==> config.mk <==
export PLATFORM = sky130hd
export DESIGN_NAME = mem_wb_pipe_reg
export DESIGN_NICKNAME = d
export VERILOG_FILES = /design/src/rtl/mem_wb_pipe_reg.sv
export SDC_FILE = /design/constraint.sdc
export NUM_CORES = 1
export LEC_CHECK = 0
export CAP_MARGIN = 10
export CORE_UTILIZATION = 30
export CTS_CLUSTER_DIAMETER = 30
export DETAILED_ROUTE_END_ITERATION = 6
export GPL_TIMING_DRIVEN = 1
export HOLD_SLACK_MARGIN = 0.1
export PLACE_DENSITY = 0.53
export SLEW_MARGIN = 20
export SYNTH_ARGS = -nofsm -noshare
export SYNTH_HDL_FRONTEND = slang
export SYNTH_SLANG_ARGS = --single-unit
==> constraint.sdc <==
create_clock -name clk_i -period 2.4 [get_ports clk_i]
set_input_delay 0.24 -clock clk_i [delete_from_list [all_inputs] [get_ports clk_i]]
set_output_delay 0.24 -clock clk_i [all_outputs]
set_load 0.02 [all_outputs]
==> src/rtl/mem_wb_pipe_reg.sv <==
// MEM->WB pipeline register: 2-entry skid buffer with registered ready, flush,
// write-back data select, forwarding outputs and a saturating stall counter.
module mem_wb_pipe_reg #(
    parameter int DATA_W  = 32,
    parameter int ADDR_W  = 5,
    parameter int WB_W    = 2,
    parameter int CNT_W   = 16,
    parameter bit NEGEDGE = 1'b1
) (
    input  logic              clk_i,
    input  logic              rst_i,
    input  logic              flush_i,
    input  logic              in_valid_i,
    output logic              in_ready_o,
    input  logic [WB_W-1:0]   wb_i,
    input  logic [DATA_W-1:0] memdata_i,
    input  logic [DATA_W-1:0] aluresult_i,
    input  logic [ADDR_W-1:0] writeaddr_i,
    output logic              out_valid_o,
    input  logic              out_ready_i,
    output logic [WB_W-1:0]   wb_o,
    output logic              regwrite_o,
    output logic [DATA_W-1:0] wbdata_o,
    output logic [ADDR_W-1:0] writeaddr_o,
    output logic              fwd_valid_o,
    output logic [ADDR_W-1:0] fwd_addr_o,
    output logic [DATA_W-1:0] fwd_data_o,
    output logic [CNT_W-1:0]  stall_cnt_o
);

    typedef struct packed {
        logic [WB_W-1:0]   wb;
        logic [DATA_W-1:0] mem;
        logic [DATA_W-1:0] alu;
        logic [ADDR_W-1:0] addr;
    } entry_t;

    typedef enum logic [1:0] {
        EMPTY = 2'd0,
        ONE   = 2'd1,
        TWO   = 2'd2
    } state_e;

    state_e             state_q, state_d;
    entry_t             main_q, main_d, skid_q, skid_d, in_ent;
    logic               in_ready_q;
    logic [CNT_W-1:0]   stall_cnt_q, stall_cnt_d;
    logic               clk_act, out_valid, accept, pop;
    logic               ld_main_in, ld_main_skid, ld_skid_in;

    // Falling-edge operation is obtained by inverting the clock once here.
    assign clk_act   = NEGEDGE ? ~clk_i : clk_i;
    assign in_ent    = {wb_i, memdata_i, aluresult_i, writeaddr_i};
    assign out_valid = (state_q != EMPTY);
    assign accept    = in_valid_i & in_ready_q;
    assign pop       = out_valid & out_ready_i;

    always_ff @(posedge clk_act or negedge rst_i) begin
        if (!rst_i) begin
            state_q     <= EMPTY;
            in_ready_q  <= 1'b1;
            stall_cnt_q <= '0;
        end else begin
            state_q     <= state_d;
            in_ready_q  <= (state_d != TWO);
            stall_cnt_q <= stall_cnt_d;
        end
    end

    always_comb begin
        state_d = state_q;
        if (flush_i) begin
            state_d = EMPTY;
        end else begin
            case (state_q)
                EMPTY:   if (accept) state_d = ONE;
                ONE: begin
                    if (pop && !accept)      state_d = EMPTY;
                    else if (accept && !pop) state_d = TWO;
                end
                TWO:     if (pop) state_d = ONE;
                default: state_d = EMPTY;
            endcase
        end
    end

    always_comb begin
        ld_main_in   = 1'b0;
        ld_main_skid = 1'b0;
        ld_skid_in   = 1'b0;
        if (!flush_i) begin
            case (state_q)
                EMPTY: ld_main_in = accept;
                ONE: begin
                    ld_main_in = accept & pop;
                    ld_skid_in = accept & ~pop;
                end
                TWO:   ld_main_skid = pop;
                default: ;
            endcase
        end
    end

    always_comb begin
        main_d = main_q;
        skid_d = skid_q;
        if (ld_main_in)        main_d = in_ent;
        else if (ld_main_skid) main_d = skid_q;
        if (ld_skid_in)        skid_d = in_ent;
    end

    always_comb begin
        stall_cnt_d = stall_cnt_q;
        if (out_valid && !out_ready_i && !(&stall_cnt_q))
            stall_cnt_d = stall_cnt_q + 1'b1;
    end

    always_ff @(posedge clk_act or negedge rst_i) begin
        if (!rst_i) begin
            main_q <= '0;
            skid_q <= '0;
        end else begin
            main_q <= main_d;
            skid_q <= skid_d;
        end
    end

    assign in_ready_o  = in_ready_q;
    assign out_valid_o = out_valid;
    assign wb_o        = main_q.wb;
    assign regwrite_o  = main_q.wb[0] & out_valid;
    assign wbdata_o    = main_q.wb[1] ? main_q.mem : main_q.alu;
    assign writeaddr_o = main_q.addr;
    assign fwd_valid_o = regwrite_o & (main_q.addr != '0);
    assign fwd_addr_o  = main_q.addr;
    assign fwd_data_o  = wbdata_o;
    assign stall_cnt_o = stall_cnt_q;

endmodule

==> impl_metrics.tcl, run 1 <==
set metrics [dict create \
    status "finished with violations" \
    violations "negative setup slack" \
    yosys-mux-area-fraction_pct 25.2 \
    fp.dieW_um 161 \
    io_pins 172 \
    p_int_mw 6.85 \
    antenna_left 0 \
    combPwrFrac_pct 35.9 \
    cap_violations 0 \
    hold_viol_final 0 \
    relSlewSlack_pct 65.7 \
    route.detailed.drc 0 \
    ys_types 43 \
    syn-cell-area_mm2 0.00757 \
    clkTransAtPathRegs_ns 0.05 \
    synth-main-ff-cell "dfrtn_1" \
    leakagePower_nw 5.21 \
    setup_viol 89 \
    yosys-top-cells-area "dfrtn_1 53%, mux2_2 15%, mux2i_1 9.7%" \
    path_class "register to primary output" \
    wl_per_cell_um 17.1 \
    diodes 0 \
    clock-root-buffer "clkbuf_16" \
    place_hpwl_mm 12.6 \
    hold_class "register to register" \
    ys_warn_count 0 \
    synth_compound_area_share_pct 5.45 \
    design.die.area_mm2 0.0259 \
    netlist_instances 629 \
    finalSetupTns_ns -42.98 \
    worst_ir_drop_vdd_mv 0.511 \
    setup_ws_ns -0.671 \
    final_net_count 896 \
    area_growth_pct 49.2 \
    placed_cell_area_mm2 0.0101 \
    cts_tree "yes" \
    rsz0062_at_grt "yes" \
    routabilityCongestion 0.758 \
    wl_mm 19.7 \
    async_reset_ff_share_pct 100 \
    synth_top_family_by_area "multiplexers" \
    grt_start_max_net_pins 56 \
    drtIter0Drc 108 \
    cp.arrival_ns 2.83 \
    fin_util_pct 46.0 \
    switching_share_pct 30.9 \
    drt_pass1_iterations 5 \
    coreArea_mm2 0.0245 \
    power_density_mw_per_mm2 878 \
    clkPwrFrac_pct 25.6 \
    p_seq_share_pct 38.4 \
    cp.required_ns 2.16 \
    rows 57 \
    grt-ovfl-total 0 \
    tightestPinTransition_ns 0.510 \
    clock_sinks 161 \
    drv_slew 0 \
    synth_edf_count 0 \
    synth_xor_area_share_pct 1.62 \
    io_buffers 171 \
    die_y_um 161 \
    fin_area_mm2 0.0113 \
    clk_latency_ns 0.44 \
    yosysSeqAreaShare_pct 53.2 \
    dp_slack_ns -0.746 \
    vias 5351 \
    viasPerCell 4.63 \
    yosys.area.top_type "dfrtn_1" \
    antenna_found_initial 0 \
    worstSetupEndpointType "primary output" \
    clk_path_buf_depth 2 \
    yosys.area_share.simple_pct 7.62 \
    p_sw_mw 3.06 \
    htreeDepth 4 \
    syn_area_per_cell_um2 12.0 \
    ys_seq_elements 161 \
    start_util_pct 30.9 \
    synthAdderAreaFrac_pct 0.165 \
    cp_max_fo 2 \
    fin_skew_ns 0.0497 \
    start_kind "register" \
    cts_buffers 17 \
    drive_gt1_share_pct 40.5 \
    synth_top_area_share_pct 52.9 \
    grt_pass1_wl_mm 31.3 \
    grt_usage_pct 15.7 \
    syn_nets 706 \
    grt_pass1_vias 5679 \
]
==> power groups by stage <==
| stage | clock network [mW] | logic (mW) | registers [mW] |
|---|---|---|---|
| finish | 2.54 | 3.56 | 3.81 |
| CTS | 2.62 | 3.56 | 3.81 |
| floorplan | 0.00521 | 2.24 | 3.80 |
| global placement | 0.00521 | 3.17 | 3.80 |
| detailed placement | 0.00521 | 3.24 | 3.83 |
| global route | 2.73 | 3.78 | 3.89 |
==> Yosys cell counts, types with 2 or more instances <==
cell	count
a21oi_1	71
and2_1	2
buf_2	18
buf_4	47
clkbuf_1	15
dfrtn_1	160
inv_1	3
mux2_1	5
mux2_2	98
mux2i_1	73
nand2_1	4
nand3_1	4
nand3_2	2
nand4_1	5
nand4_2	2
nor2_1	76
nor2_2	2
nor3_1	2
nor4_1	3
o21a_1	2
xnor2_1	6
xor2_1	8
==> cell usage in the layout, fill, tap and decap left out, types with 3 or more instances in the layout <==
cell / synthesis / routed
clkbuf_16: 0 / 18
a21oi_1: 71 / 71
inv_1: 3 / 3
xnor2_1: 6 / 6
buf_16: 0 / 6
nor2_1: 76 / 75
buf_6: 0 / 107
nand2_1: 4 / 4
nand3_1: 4 / 4
mux2_4: 1 / 104
clkdlybuf4s50_1: 0 / 71
buf_12: 0 / 16
buf_4: 47 / 46
clkinv_4: 0 / 6
nand4_1: 5 / 5
clkinv_2: 0 / 4
dfrtn_1: 160 / 160
xor2_1: 8 / 8
mux2i_1: 73 / 73
==> state kept, by name (all words and copies together), names as in the netlist <==
| signal | cells |
|---|---|
| main_q | 64 |
| stall_cnt_o | 16 |
| skid_q | 71 |
| in_ready_o | 1 |
| wb_o | 2 |
| fwd_addr_o | 5 |
| state_q | 2 |
==> final timing paths <==
check	from	end	slack, ns	depth (start not counted)
min in group asynchronous	rst_i	main_q[31]	0.82	1
setup reg to reg	stall_cnt_o[1]	stall_cnt_o[1]	0.29	7
setup / recovery	fwd_addr_o[0]	fwd_valid_o	-0.67	3
hold reg to reg	skid_q[7]	skid_q[7]	0.45	1
max in group asynchronous	rst_i	skid_q[22]	0.92	2
hold / removal	skid_q[7]	skid_q[7]	0.45	1
==> metal layers <==
metal	vias to the layer above	wire length, um	track usage, %
li1	2533	-	-
met1	2677	8630	19.3
met2	121	10000	27.1
met3	20	840	3.77
met4	0	235	4.55
met5	-	0	0
==> kinds of logic after synthesis <==
group / Yosys count
flops: 161
buf+inv: 83
xor+xnor: 14
compound gates: 78
simple gates: 115
mux: 177
fa+ha+maj: 1
==> worst max-delay path: stages, from the launching register on <==
cell and delay, ns:
dfrtn_1 0.35, or4_4 0.55, o21a_4 0.21, buf_6 0.12
==> stage by stage <==
step           power [mW]  std cells  hold WS (ns)
2_1_floorplan        6.05        629         0.440
3_3_place_gp         6.97       1098         0.451
3_5_place_dp         7.07       1098         0.456
4_1_cts              9.98       1150         0.459
5_1_grt              10.4       1156         0.464
6_report             9.91       1156         0.453
==> cell type report <==
type | instances | area, um^2
timing repair buffer | 251 | 2830
multi-input combinational | 385 | 3480
inverter | 2 | 7.51
tap | 324 | 405
fill | 2249 | 13200
clock inverter | 15 | 113
clock buffer | 18 | 429
sequential | 161 | 4030
==> timing repair <==
action	4_1_cts	5_1_grt
buffers inserted	16	9
hold buffers	0	0
resized for setup	602	22
cloned	6	1
setup endpoints to repair	253	129
pin swaps	5	3
(Power assumes the default switching activity.)
==> run 2: changes to the inputs <==
--- a/config.mk
+++ b/config.mk
@@ -13,4 +13,5 @@
 export HOLD_SLACK_MARGIN = 0.1
 export PLACE_DENSITY = 0.53
+export SKIP_LAST_GASP = 1
 export SLEW_MARGIN = 20
 export SYNTH_ARGS = -nofsm -noshare
==> constraint.sdc (replaced) <==
create_clock -name clk_i -period 3.4 [get_ports clk_i]
set_input_delay 0.34 -clock clk_i [delete_from_list [all_inputs] [get_ports clk_i]]
set_output_delay 0.34 -clock clk_i [all_outputs]
set_load 0.05 [all_outputs]
==> run 2 against run 1 <==
Compared with the run above: the run still ends with negative setup slack left; critical path depth up 1; worst hold slack worse by 0.012 ns; core utilization down 2.1 points; via count down 3.9%; largest power group is now combinational logic.
==> impl_metrics.tcl, run 2 (synthesis results as in run 1) <==
set metrics [dict create \
    cts_tree "yes" \
    fillerInstances 2278 \
    die_y_um 161 \
    cap_violations 0 \
    vias 5142 \
    start_util_pct 30.9 \
    coreArea_mm2 0.0245 \
    routabilityCongestion 0.778 \
    wl_per_cell_um 16.3 \
    hold_class "register to register" \
    viasPerCell 4.60 \
    final_common_cell "dfrtn_1" \
    antenna_found_initial 0 \
    rsz0062_at_grt "yes" \
    io_pins 172 \
    drv_slew 0 \
    htreeDepth 4 \
    placed_cell_area_mm2 0.00996 \
    grt-ovfl-total 0 \
    final_net_count 858 \
    start_kind "register" \
    layout_common_cells "160 x dfrtn_1, 76 x nor2_1, 74 x clkdlybuf4s50_1, 73 x mux2i_1, 71 x a21oi_1" \
    violations "negative setup slack" \
    grt_start_max_net_pins 57 \
    route.detailed.drc 0 \
    antenna_left 0 \
    cts_buffers 17 \
    drt_pass1_iterations 4 \
    drtIter0Drc 138 \
    switching_share_pct 35.4 \
    worstSetupEndpointType "primary output" \
    clkTransAtPathRegs_ns 0.05 \
    rows 57 \
    hold_viol_final 0 \
    fin_area_mm2 0.0108 \
    design.die.area_mm2 0.0259 \
    area_growth_pct 42.3 \
    clock-root-buffer "clkbuf_16" \
    p_seq_share_pct 35.5 \
    worst_ir_drop_vdd_mv 0.412 \
    path_class "register to primary output" \
    fin_util_pct 43.9 \
    fp.dieW_um 161 \
    status "finished with violations" \
    setup_ws_ns -0.332 \
    leakagePower_nw 4.64 \
    clk_path_buf_depth 2 \
    cp_max_fo 7 \
    largest_register_ffs 71 \
    dpl.cell_count 1079 \
    max_flop_register "skid_q" \
    cp.arrival_ns 3.39 \
    grt_pass1_vias 5370 \
    tightestPinTransition_ns 0.475 \
    clock_sinks 161 \
    instances_no_fill 1117 \
    relSlewSlack_pct 68.1 \
    p_sw_mw 2.70 \
    grt_usage_pct 14.2 \
    clkPwrFrac_pct 25.8 \
    wl_mm 18.2 \
    diodes 0 \
    power_density_mw_per_mm2 706 \
    grt_pass1_wl_mm 28.6 \
    fin_total_pwr_mw 7.61 \
    fin_skew_ns 0.0563 \
    p_int_mw 4.91 \
    cp.required_ns 3.06 \
    setup_viol 66 \
    hold_ws_ns 0.441 \
    combPwrFrac_pct 38.7 \
    clk_latency_ns 0.44 \
    place_hpwl_mm 12.4 \
    io_buffers 171 \
    drive_gt1_share_pct 36.1 \
]
[run 2: changes by cell type in the layout (fill, tap and decap cells not counted), moves of 2 or more]
| cell | delta |
|---|---|
| clkinv_4 | -3 |
| clkinv_2 | -2 |
| clkdlybuf4s50_1 | +3 |
| bufinv_16 | +3 |
| mux2_4 | -72 |
| buf_12 | +33 |
| buf_6 | -78 |
| mux2_1 | +5 |
| buf_4 | +12 |
| buf_16 | -6 |
| mux2_2 | +67 |
[run 2: what timing repair did]
action,CTS,global route
pin swaps,0,2
cloned,0,3
gates resized for setup,2,31
buffers inserted,1,3
hold buffers,0,0
endpoints found under the setup margin,66,67
[run 2: power by group through the flow]
stage	Sequential [mW]	Combinational (mW)	Clock, mW
after global routing	2.76	3.09	2.12
final	2.70	2.94	1.96
after floorplan	2.74	2.00	0.00368
after global placement	2.70	2.79	0.00368
after CTS	2.70	2.85	2.03
after detailed placement	2.73	2.84	0.00368
[run 2: path summary, 6_finish.rpt]
kind	startpoint	to	slack [ns]	cells after the start
max	wb_o[1]	fwd_data_o[3]	-0.33	4
min reg2reg	skid_q[63]	skid_q[63]	0.44	1
max in group asynchronous	rst_i	main_q[40]	1.34	2
min	skid_q[63]	skid_q[63]	0.44	1
max reg2reg	stall_cnt_o[0]	stall_cnt_o[9]	1.42	5
min in group asynchronous	rst_i	stall_cnt_o[6]	1.45	1
[run 2: critical path, stage by stage, from the launching register on]
cell and delay [ns]:
dfrtn_1 0.49, buf_6 0.15, clkbuf_16 0.16, mux2_4 0.34
buf_12 0.16
[run 2: layout make-up]
class | count | area (um^2) | area share [%]
timing repair buffer | 213 | 2550 | 23.7
sequential | 161 | 4030 | 37.4
tap | 324 | 405 | 3.76
inverter | 2 | 7.51 | 0.0697
clock inverter | 13 | 163 | 1.51
multi-input combinational | 385 | 3180 | 29.5
clock buffer | 19 | 443 | 4.11
[run 2: metrics by stage]
stage	TNS [ns]	setup slack, ns
floorplan	-0.00126	-0.00126
global placement	-36.14	-0.318
detailed placement	-38.85	-0.325
CTS	-20.29	-0.363
global route	-21.89	-0.376
finish	-18.77	-0.332
[run 2: metal layers]
metal / track usage [%] / wire, um
met4: 4.25 / 153
met1: 17.3 / 7770
met3: 3.82 / 917
met5: 0 / 0
met2: 24.3 / 9340
==> run 3: changes to the inputs <==
Settings changed: CORE_MARGIN from default to 8.
==> run 3 against run 2 <==
Compared with the run above: the run still ends with negative setup slack left; critical endpoint is now wbdata_o[4]; first-iteration DRC count decreased by 5.1%; routed wire length is 3.6% higher; flip-flop and latch count stayed put; highest routed layer unchanged; sequential power barely moved; register-to-register slack got worse by 0.06 ns; sequential share of layout area shrank 0.19 points; clock power down 8%.
==> impl_metrics.tcl, run 3 (synthesis results as in run 1) <==
set metrics [dict create \
    final_net_count 854 \
    drtIter0Drc 131 \
    diodes 0 \
    antenna_found_initial 1 \
    seq_area_mm2 0.00403 \
    violations "negative setup slack" \
    clkTransAtPathRegs_ns 0.05 \
    area_growth_pct 43.0 \
    p_int_mw 4.78 \
    routabilityCongestion 0.738 \
    p_seq_share_pct 35.9 \
    path_cells "buf_12, buf_12, mux2_4, buf_4" \
    setup_ws_ns -0.298 \
    path_buf_inv 3 \
    design.die.area_mm2 0.0306 \
    htreeDepth 4 \
    worst_ir_drop_vdd_mv 0.442 \
    io_pins 172 \
    rsz0062_at_grt "yes" \
    power_density_mw_per_mm2 695 \
    wl_mm 18.8 \
    cp_top_family "buffers and inverters" \
    cpPeakStageDelay_ns 0.43 \
    grt_start_max_net_pins 74 \
    instances_no_fill 1120 \
    dpl.cell_count 1084 \
    viasPerCell 4.57 \
    multi_input_area_mm2 0.00319 \
    combPwrFrac_pct 40.0 \
    p_sw_mw 2.75 \
    layout_common_cells "160 x dfrtn_1, 76 x nor2_1, 74 x clkdlybuf4s50_1, 73 x mux2i_1, 71 x a21oi_1" \
    antenna_left 0 \
    fin_skew_ns 0.0524 \
    drt_pass1_iterations 4 \
    place_hpwl_mm 13.2 \
    switching_share_pct 36.6 \
    max_flop_register "skid_q" \
    start_kind "register" \
    drive_gt1_share_pct 36.1 \
    cp.arrival_ns 3.36 \
    setup_viol 65 \
    hold_class "register to register" \
    fillerInstances 2342 \
    cp_max_fo 10 \
    worstSetupEndpointType "primary output" \
    cap_violations 0 \
    status "finished with violations" \
    cts_tree "yes" \
    hold_ws_ns 0.441 \
    grt_pass1_vias 5751 \
    clk_path_buf_depth 2 \
    start_util_pct 30.3 \
    route.detailed.drc 0 \
    leakagePower_nw 4.65 \
    hold_viol_final 0 \
    cts_buffers 17 \
    clk_latency_ns 0.44 \
    path_common_cell "buf_12" \
    cp.required_ns 3.06 \
    clock-root-buffer "clkbuf_16" \
    die_y_um 175 \
    grt_usage_pct 12.5 \
    coreArea_mm2 0.0250 \
    final_common_cell "dfrtn_1" \
    rows 58 \
    relSlewSlack_pct 59.3 \
    clkPwrFrac_pct 24.1 \
    wl_per_cell_um 16.8 \
    grt_pass1_wl_mm 31.0 \
    largest_register_ffs 71 \
    slowest_stage "dfrtn_1" \
    tightestPinTransition_ns 0.610 \
    fp.dieW_um 175 \
    grt-ovfl-total 0 \
    drv_slew 0 \
    path_class "register to primary output" \
    clock_sinks 161 \
    io_buffers 171 \
    vias 5118 \
]
-- run 3: cell types whose count changed in the layout (fill, tap and decap cells not counted), sizes merged --
cell	delta
clkinv	+1
bufinv	-3
inv	+2
clkbuf	-1
buf	-2
-- run 3: worst paths after layout --
path | start | end | slack [ns] | cells past startpoint
worst max-delay path | wb_o[1] | wbdata_o[4] | -0.30 | 4
worst min-delay path | skid_q[69] | skid_q[69] | 0.44 | 1
worst max register to register | stall_cnt_o[0] | stall_cnt_o[9] | 1.36 | 5
worst min register to register | skid_q[69] | skid_q[69] | 0.44 | 1
max in group asynchronous | rst_i | skid_q[48] | 1.27 | 2
min in group asynchronous | rst_i | stall_cnt_o[7] | 1.52 | 1
-- run 3: layout make-up --
cell class	count	share of cell area (%)
Timing Repair Buffer	209	24.3
Tap cell	330	3.81
Clock buffer	20	4.22
Multi-Input combinational cell	385	29.5
Inverter	2	0.0693
Sequential cell	161	37.2
Clock inverter	13	0.948
-- run 3: repair_timing --
item | 4_1_cts | 5_1_grt
resized for setup | 41 | 6
hold buffers | 0 | 0
endpoints found under the setup margin | 67 | 68
setup buffers | 3 | 0
pin swaps | 1 | 1
cloned | 1 | 0
-- run 3: layer usage --
| metal | part of all wire, % | GRT usage (%) | wire (um) |
|---|---|---|---|
| met1 | 44 | 15.3 | 8340 |
| met2 | 49 | 21.0 | 9300 |
| met3 | 5.7 | 4.34 | 1070 |
| met4 | 0.67 | 2.61 | 127 |
| met5 | 0 | 0 | 0 |
-- run 3: metrics by stage --
| stage | worst slack [ns] | power [mW] | util [%] | TNS [ns] | instance area (um^2) |
|---|---|---|---|---|---|
| 2_1_floorplan | -0.00126 | 4.74 | - | -0.00126 | 7830 |
| 3_3_place_gp | -0.374 | 5.57 | 40.2 | -41.06 | 10000 |
| 3_5_place_dp | -0.334 | 5.64 | 40.2 | -45.22 | 10000 |
| 4_1_cts | -0.317 | 7.63 | 43.3 | -18.36 | 10800 |
| 5_1_grt | -0.339 | 7.89 | 43.4 | -19.85 | 10800 |
| 6_report | -0.298 | 7.53 | 43.4 | -17.08 | 10800 |
-- run 3: power groups by stage --
stage	Sequential, mW	Combinational, mW	Clock (mW)
global placement	2.71	2.86	0.00368
detailed placement	2.74	2.90	0.00368
finish	2.70	3.01	1.81
CTS	2.71	3.05	1.88
global route	2.77	3.17	1.96
floorplan	2.74	2.00	0.00368
